`src/rtl/multichannel_avg_filter.sv`:
```
// Multi-channel boxcar (moving-average) filter: 2^N-deep history per channel,
// full-precision running sums, warm-up ramp, synchronous clear and bypass.
module multichannel_avg_filter #(
  parameter int W  = 24,
  parameter int N  = 5,
  parameter int CH = 2
) (
  input  logic          clk,
  input  logic          reset,
  input  logic          en,
  input  logic [CH*W-1:0] rd_data,
  input  logic          bypass,
  input  logic          clear,
  output logic          read,
  output logic          write,
  output logic [CH*W-1:0] wr_data,
  output logic          primed
);

  localparam int DEPTH = 1 << N;
  localparam int AW    = W + N;
  localparam logic [N:0] FULL = (N+1)'(1) << N;

  logic [N-1:0]          ptr_q, ptr_d;
  logic [N:0]            cnt_q, cnt_d;
  logic                  primed_q, primed_d;
  logic                  write_q, write_d;
  logic [CH*W-1:0]       wr_q, wr_d;
  logic signed [AW-1:0]  acc_q [CH];
  logic signed [AW-1:0]  acc_d [CH];
  logic signed [AW-1:0]  sum_c [CH];
  logic signed [AW-1:0]  avg_c [CH];
  logic [W-1:0]          x_c   [CH];
  logic [W-1:0]          old_c [CH];
  logic [W-1:0]          hist_q [CH][DEPTH];

  assign read    = en;
  assign write   = write_q;
  assign wr_data = wr_q;
  assign primed  = primed_q;

  always_comb begin
    ptr_d   = ptr_q;
    cnt_d   = cnt_q;
    write_d = 1'b0;
    wr_d    = wr_q;
    for (int unsigned c = 0; c < CH; c++) begin
      acc_d[c] = acc_q[c];
      x_c[c]   = rd_data[c*W +: W];
      // Evict nothing until the window is full so the warm-up output ramps.
      old_c[c] = primed_q ? hist_q[c][ptr_q] : '0;
      sum_c[c] = acc_q[c] + {{N{x_c[c][W-1]}}, x_c[c]}
                          - {{N{old_c[c][W-1]}}, old_c[c]};
      avg_c[c] = sum_c[c] >>> N;
    end

    if (clear) begin
      ptr_d = '0;
      cnt_d = '0;
      wr_d  = '0;
      for (int unsigned c = 0; c < CH; c++) acc_d[c] = '0;
    end else if (en) begin
      ptr_d = ptr_q + 1'b1;
      cnt_d = (cnt_q == FULL) ? cnt_q : cnt_q + 1'b1;
      for (int unsigned c = 0; c < CH; c++) begin
        acc_d[c] = sum_c[c];
        wr_d[c*W +: W] = bypass ? x_c[c] : avg_c[c][W-1:0];
      end
      write_d = (cnt_d == FULL) | bypass;
    end

    primed_d = (cnt_d == FULL);
  end

  always_ff @(posedge clk or negedge reset) begin
    if (!reset) begin
      ptr_q    <= '0;
      cnt_q    <= '0;
      primed_q <= 1'b0;
      write_q  <= 1'b0;
      wr_q     <= '0;
      for (int unsigned c = 0; c < CH; c++) acc_q[c] <= '0;
    end else begin
      ptr_q    <= ptr_d;
      cnt_q    <= cnt_d;
      primed_q <= primed_d;
      write_q  <= write_d;
      wr_q     <= wr_d;
      for (int unsigned c = 0; c < CH; c++) acc_q[c] <= acc_d[c];
    end
  end

  // History is never reset or bulk-cleared; stale entries are masked by primed.
  always_ff @(posedge clk) begin
    if (en && !clear) begin
      for (int unsigned c = 0; c < CH; c++) hist_q[c][ptr_q] <= x_c[c];
    end
  end

endmodule

```
`config.mk`:
```
export PLATFORM = sky130hd
export DESIGN_NAME = multichannel_avg_filter
export DESIGN_NICKNAME = d
export VERILOG_FILES = /design/src/rtl/multichannel_avg_filter.sv
export SDC_FILE = /design/constraint.sdc
export NUM_CORES = 2
export LEC_CHECK = 0
export BUFFER_PORTS_ARGS = -buffer_cell sky130_fd_sc_hd__buf_2
export CORE_MARGIN = 2
export CORE_UTILIZATION = 50
export CTS_BUF_LIST = sky130_fd_sc_hd__clkbuf_16
export CTS_CLUSTER_SIZE = 10
export DETAILED_ROUTE_END_ITERATION = 16
export GPL_ROUTABILITY_DRIVEN = 0
export PLACE_DENSITY = 0.77
export RECOVER_POWER = 50
export SYNTH_ARGS = -nofsm -noshare
export SYNTH_HDL_FRONTEND = slang
export SYNTH_SLANG_ARGS = --single-unit
export TNS_END_PERCENT = 30
```
`constraint.sdc`:
```
create_clock -name clk -period 8.7 [get_ports clk]
set_input_delay 0.87 -clock clk [delete_from_list [all_inputs] [get_ports clk]]
set_output_delay 0.87 -clock clk [all_outputs]
set_load 0.1 [all_outputs]
```
# [Word-level counts from Yosys, hierarchy flattened]
# Memories as Yosys holds them, arrays and structs flattened.
# Index checks and enable logic that the tools add are counted.
[totals] latchBits=0 input_bits=53 reg_bits=119 rom_bits=0 output_inout_bits=51 mem_count=1 elab_cells=50 ramBits=1536
[op_classes] magnitude_cmp=2 n_div=0 eq_ne=3 add_sub_neg=6 multipliers=0 n_bitwise=2 reduce_logical=4 shift=0 muxes=25
[mem_list] name="hist_q" words=2 width=768 rd=2 rd_clocked_by_memory_dff=0 write_ports=2 line_no="35" text="logic [W-1:0] hist_q [CH][DEPTH];"
[ops] cell="768-bit 2-to-1 mux" n=1
[ops] cell="24-bit binary-select mux with 5-bit select" n=2
[ops] cell="24-bit 2-to-1 mux" n=9
[ops] cell="24-bit demux with 5-bit select" n=1
[ops] cell="58-bit 2-to-1 mux" n=2
[ops] cell="48-bit 2-to-1 mux" n=2
[ops] cell="29-bit adder" n=2
[ops] cell="29-bit subtractor" n=2
[ops] cell="6-bit equality test (second input constant)" n=3
[ops] cell="6-bit 2-to-1 mux" n=3
[ops] cell="5-bit 2-to-1 mux" n=2
[ops] cell="6-bit by 1-bit adder with 6-bit output (second input constant)" n=1
[ops] cell="6-bit >= comparator (second input constant)" n=1
[ops] cell="6-bit by 1-bit less-than comparator with 1-bit output (second input constant)" n=1
[ops] cell="5-bit NOT with 6-bit output" n=1
[ops] cell="5-bit by 1-bit adder with 5-bit output (second input constant)" n=1
[ops] cell="1-bit 2-to-1 mux" n=3
[ops] cell="1-bit logical AND" n=2
[ops] cell="2-bit nonzero test" n=1
[ops] cell="1-bit logical NOT" n=1
[ops] cell="1-bit bitwise OR" n=1

# [Depth between registers and ports, before layout]
[logic_depth] ltp_word=9 ltp_mapped=20 ltp_nobuf=18

# [Worst setup path before layout]
# Ideal clock, no wire load.
[synth_timing] kind="flip-flop to flip-flop" from="register ptr_q[0]" to="register acc_q[55] (netlist name)" synth_period_minus_slack_ns=5.024 n_path_buf=3 setup_time_ns=0.150 path_stages_with_launch=20 slack_ns=3.676 required_ns=8.550 t_arrival_ns=4.874 path_cell_list="dfrtp_1 -> buf_2 -> clkbuf_1 -> buf_1 -> mux4_2 -> a221oi_1 -> a31oi_1 -> ha_1 -> inv_1 -> ha_1 -> fa_1 -> a211oi_1 -> o211ai_1 -> a31o_2 -> nor3b_1 -> o21ai_0 -> nand2_1 -> a221oi_1 -> or4b_1 -> o311ai_0"
[synth_between] elab_chain_cells=8
[synth_rtl] item="start: declaration" line_no="24" text="logic [N-1:0] ptr_q, ptr_d;"
[synth_rtl] item="start signal: assignment" line_no="84" text="ptr_q <= ptr_d;"
[synth_rtl] item="5-bit NOT with 6-bit output (not written as such)" line_no="51" text="old_c[c] = primed_q ? hist_q[c][ptr_q] : '0;"
[synth_rtl] item="24-bit binary-select mux with 5-bit select" line_no="51"
[synth_rtl] item="24-bit 2-to-1 mux (not written as such) (2 in series)" line_no="51"
[synth_rtl] item="24-bit 2-to-1 mux" line_no="51"
[synth_rtl] item="29-bit subtractor" line_no="53" text="- {{N{old_c[c][W-1]}}, old_c[c]};"
[synth_rtl] item="58-bit 2-to-1 mux" line_no="62" text="end else if (en) begin"
[synth_rtl] item="58-bit 2-to-1 mux" line_no="57" text="if (clear) begin"
[synth_rtl] item="end: declaration" line_no="29" text="logic signed [AW-1:0] acc_q [CH];"
# Every way passes these cells. The select of a mux whose other input is x is not followed.
# A chain may end at the register's enable or synchronous reset.

# [Worst setup path after layout]
[layout_timing] from="input port en" to="register wr_q[3], in the netlist wr_data[3]"
[layout_between] elab_chain_cells=1
[layout_rtl] item="start: declaration" line_no="10" text="input logic en,"
[layout_rtl] item="2-bit nonzero test (no source line)"
[layout_rtl] item="end signal: assignment" line_no="88" text="wr_q <= wr_d;"
[layout_rtl] item="end: declaration" line_no="28" text="logic [CH*W-1:0] wr_q, wr_d;"
# Every way passes these cells.

==> flow_metrics.env <==
export IMPL_start_util_pct=50.18
export IMPL_peakVddDrop_mv=0.1641
export IMPL_die_area_um2=138400
export IMPL_slew_headroom_pct=-200.1
export IMPL_fin_setup_tns_ps=0
export IMPL_max_freq_mhz=149.8
export IMPL_final_setup_skew_ps=38.92
export IMPL_r2r_end="wr_data[23]$_DFFE_PN0P_"
export IMPL_cts_made_buffers=184
export IMPL_violations="max-capacitance violations, max-slew violations"
export IMPL_portBuffers=103
export IMPL_num_rows=135
export IMPL_cts_tree="done"
export IMPL_ios=104
export IMPL_n_fill_cell=9590
export IMPL_synth_compound_area_share_pct=5.210
export IMPL_track_usage_pct=26.05
export IMPL_place_area_um2=70670
export IMPL_num_vias=36960
export IMPL_dp_hpwl_um=96160
export IMPL_hold_viol_final=0
export IMPL_rsz0062_at_grt="no"
export IMPL_synth_xor_area_share_pct=0.8536
export IMPL_synth_edf_count=1536
export IMPL_ys_types=74
export IMPL_worst_pin_slew_ps=4501
export IMPL_synth_top_area_share_pct=68.11
export IMPL_critPathArrivalTime_ps=7330
export IMPL_ctsRootBufferMaster="clkbuf_16"
export IMPL_cts_sinks=1655
export IMPL_synth_nets=3729
export IMPL_drt_wirelength_per_cell_um=31.72
export IMPL_ctsResizeCount=0
export IMPL_grt_pass1_vias=36700
export IMPL_setup_viol=0
export IMPL_outcome="finished with violations"
export IMPL_synthFlopType="edfxtp_1"
export IMPL_drt_initial_drc_count=5961
export IMPL_dr_pass1_iters=6
export IMPL_clk_latency_ps=820
export IMPL_final_min_clock_period_ps=6675
export IMPL_synth_area_leaders="edfxtp_1, mux4_2, dfrtp_1"
export IMPL_synthAdderAreaFrac_pct=2.875
export IMPL_path_max_fanout=60
export IMPL_ys_seq_area_share_pct=72.51
export IMPL_antenna_found_initial=17
export IMPL_clk_pin_slew_ps=60
export IMPL_synthCells=3554
export IMPL_synth_ff_latch_count=1655
export IMPL_end_kind="register"
export IMPL_synthToLayoutAreaGrowth_pct=11.98
export IMPL_yosysWarnings=0
export IMPL_ant_nets=0
export IMPL_power_leakage_nw=25.15
export IMPL_cp_start_kind="input pin"
export IMPL_syn_avg_cell_area_um2=19.05
export IMPL_core_region_area_um2=135000
export IMPL_synth_simple_area_share_pct=2.385
export IMPL_r2r_start="ptr_q[0]$_DFFE_PN0P_"
export IMPL_fin_nets=3915
export IMPL_htree_levels=4
export IMPL_synthArstFlopShare_pct=7.190
export IMPL_rr_worst_depth=17
export IMPL_synth_top_family_by_area="multiplexers"
export IMPL_syn_area_um2=67720
export IMPL_critPathRequiredTime_ps=9350
export IMPL_synth_mux_area_share_pct=13.75
export IMPL_slew_viol_final=904
export IMPL_whs_ps=501.6
export IMPL_cp_endpoint="wr_data[3]$_DFFE_PN0P_"
export IMPL_wl_um=178500
export IMPL_criticalPathCategory="input pin to register"
export IMPL_grt_pass1_wl_um=257900
export IMPL_globalRouteOverflowTotal=0
export IMPL_min_period_over_period_pct=76.72
export IMPL_ff2ff_setup_slack_ps=2240
export IMPL_power_density_nw_per_um2=254.8
export IMPL_hp_class="register to register"
export IMPL_postCtsSetupBuffers=0
export IMPL_dieWidth_um=372.0
export IMPL_holdBufCountCts=0
export IMPL_crit_start="en"
export IMPL_drcViolationCount=0
export IMPL_cap_violations=25
export IMPL_drive_above_1_share_pct=20.05
export IMPL_die_h_um=372.0
export IMPL_grt_max_degree=72
export IMPL_synth_top_cell_by_area="edfxtp_1"
export IMPL_cts_buffer_depth=3
export IMPL_viasPerCell=6.567
export IMPL_stdcell_area_um2=75830
==> state kept, by name, summed over array words and instances, names as in the netlist <==
name and cells:
hist_q 1536, acc_q 58, wr_data 48, cnt_q 6, ptr_q 5, primed 1, write 1
==> layout by cell type (no fill, tap or decap), types with 53 or more instances in the layout <==
cell          n
edfxtp_1   1536
nand2_1      89
clkbuf_16   184
a21oi_1      58
nor2_1      131
clkbuf_1     66
buf_4        75
a31oi_1      53
a22oi_1     101
mux4_2      384
dfrtp_1     117
mux2i_1      65
ha_1         66
fa_1         56
inv_1       320
==> layer usage <==
| layer | share of wire (%) | global-route usage (%) |
|---|---|---|
| met1 | 36 | 36.62 |
| met4 | 3.0 | 8.134 |
| met3 | 13 | 6.577 |
| met2 | 47 | 40.41 |
| met5 | 0.068 | 0 |
==> worst min path at each step <==
stage,depth (start not counted),startpoint,end,slack (ps)
global route,2,acc_q[47]$_DFFE_PN0P_,acc_q[47]$_DFFE_PN0P_,550
CTS,1,reset,wr_data[27]$_DFFE_PN0P_,80
finish,2,wr_data[45]$_DFFE_PN0P_,wr_data[45]$_DFFE_PN0P_,500
global placement,2,wr_data[45]$_DFFE_PN0P_,wr_data[45]$_DFFE_PN0P_,480
detailed placement,2,wr_data[45]$_DFFE_PN0P_,wr_data[45]$_DFFE_PN0P_,490
floorplan,2,acc_q[18]$_DFFE_PN0P_,acc_q[18]$_DFFE_PN0P_,490
==> cells by family (layout without fill, tap and decap cells) <==
logic type	after synthesis	count (layout)
AOI/OAI and AO/OA	482	482
xor gates and xnor gates	66	66
adders and majority gates	122	122
buffers and inverters	419	710
DFF	1655	1655
muxes	450	450
other	0	2
and+or+nand+nor	360	360
==> Yosys cell counts, drive strengths merged (3+ instances only) <==
cell / n
a22oi: 101
ha: 66
xnor2: 37
fa: 56
a221o: 4
edfxtp: 1536
dfrtp: 119
a221oi: 47
nor2: 164
nand4: 13
nor4: 3
a41oi: 3
mux4: 384
mux2i: 65
nor3b: 3
a211oi: 27
a21o: 27
a22o: 46
nand3: 17
nor2b: 9
and3: 12
buf: 70
and4: 4
o211ai: 11
o21ai: 45
a2111oi: 3
xor2: 29
o21bai: 7
o31ai: 5
nand2: 89
or3: 3
a21oi: 61
inv: 233
and2: 7
clkbuf: 116
o21a: 5
a311oi: 15
a31oi: 54
nor3: 23
o22ai: 7
==> worst max-delay path, cell delays in order <==
cell and delay [ps]:
clkbuf_1 2110, clkbuf_1 2800, o211ai_1 1130, o21ai_0 310
nor2_1 70
==> where the power goes <==
| group | internal (mW) | leakage [nW] | switching [mW] |
|---|---|---|---|
| registers | 8.88 | 15.4 | 0.119 |
| clock network | 3.80 | 2.88 | 3.04 |
| logic | 1.30 | 6.88 | 2.18 |
| total | 14.0 | 25.1 | 5.34 |
==> metrics by stage <==
stage	utilization [%]	power [mW]	worst slack, ps	instances
3_3_place_gp	52.36	12.50	2354	5335
4_1_cts	56.26	19.33	2249	5626
2_1_floorplan	-	11.75	3676	3554
3_5_place_dp	52.36	12.55	2298	5335
5_1_grt	56.18	19.98	1567	5626
6_report	56.19	19.32	2025	5628
==> cell type report <==
cell class / instances / area (µm²) / share of cell area (%)
clock buffers: 184 / 4604 / 6.072
well taps: 1781 / 2228 / 2.939
inverters: 233 / 874.6 / 1.153
clock inverters: 107 / 663.1 / 0.8745
repair buffers: 186 / 1096 / 1.445
flip-flops and latches: 1655 / 49110 / 64.76
diodes: 2 / 5.005 / 0.006600
multi-input cells: 1480 / 17250 / 22.75
Note: power is estimated with default switching activity, not from simulation.
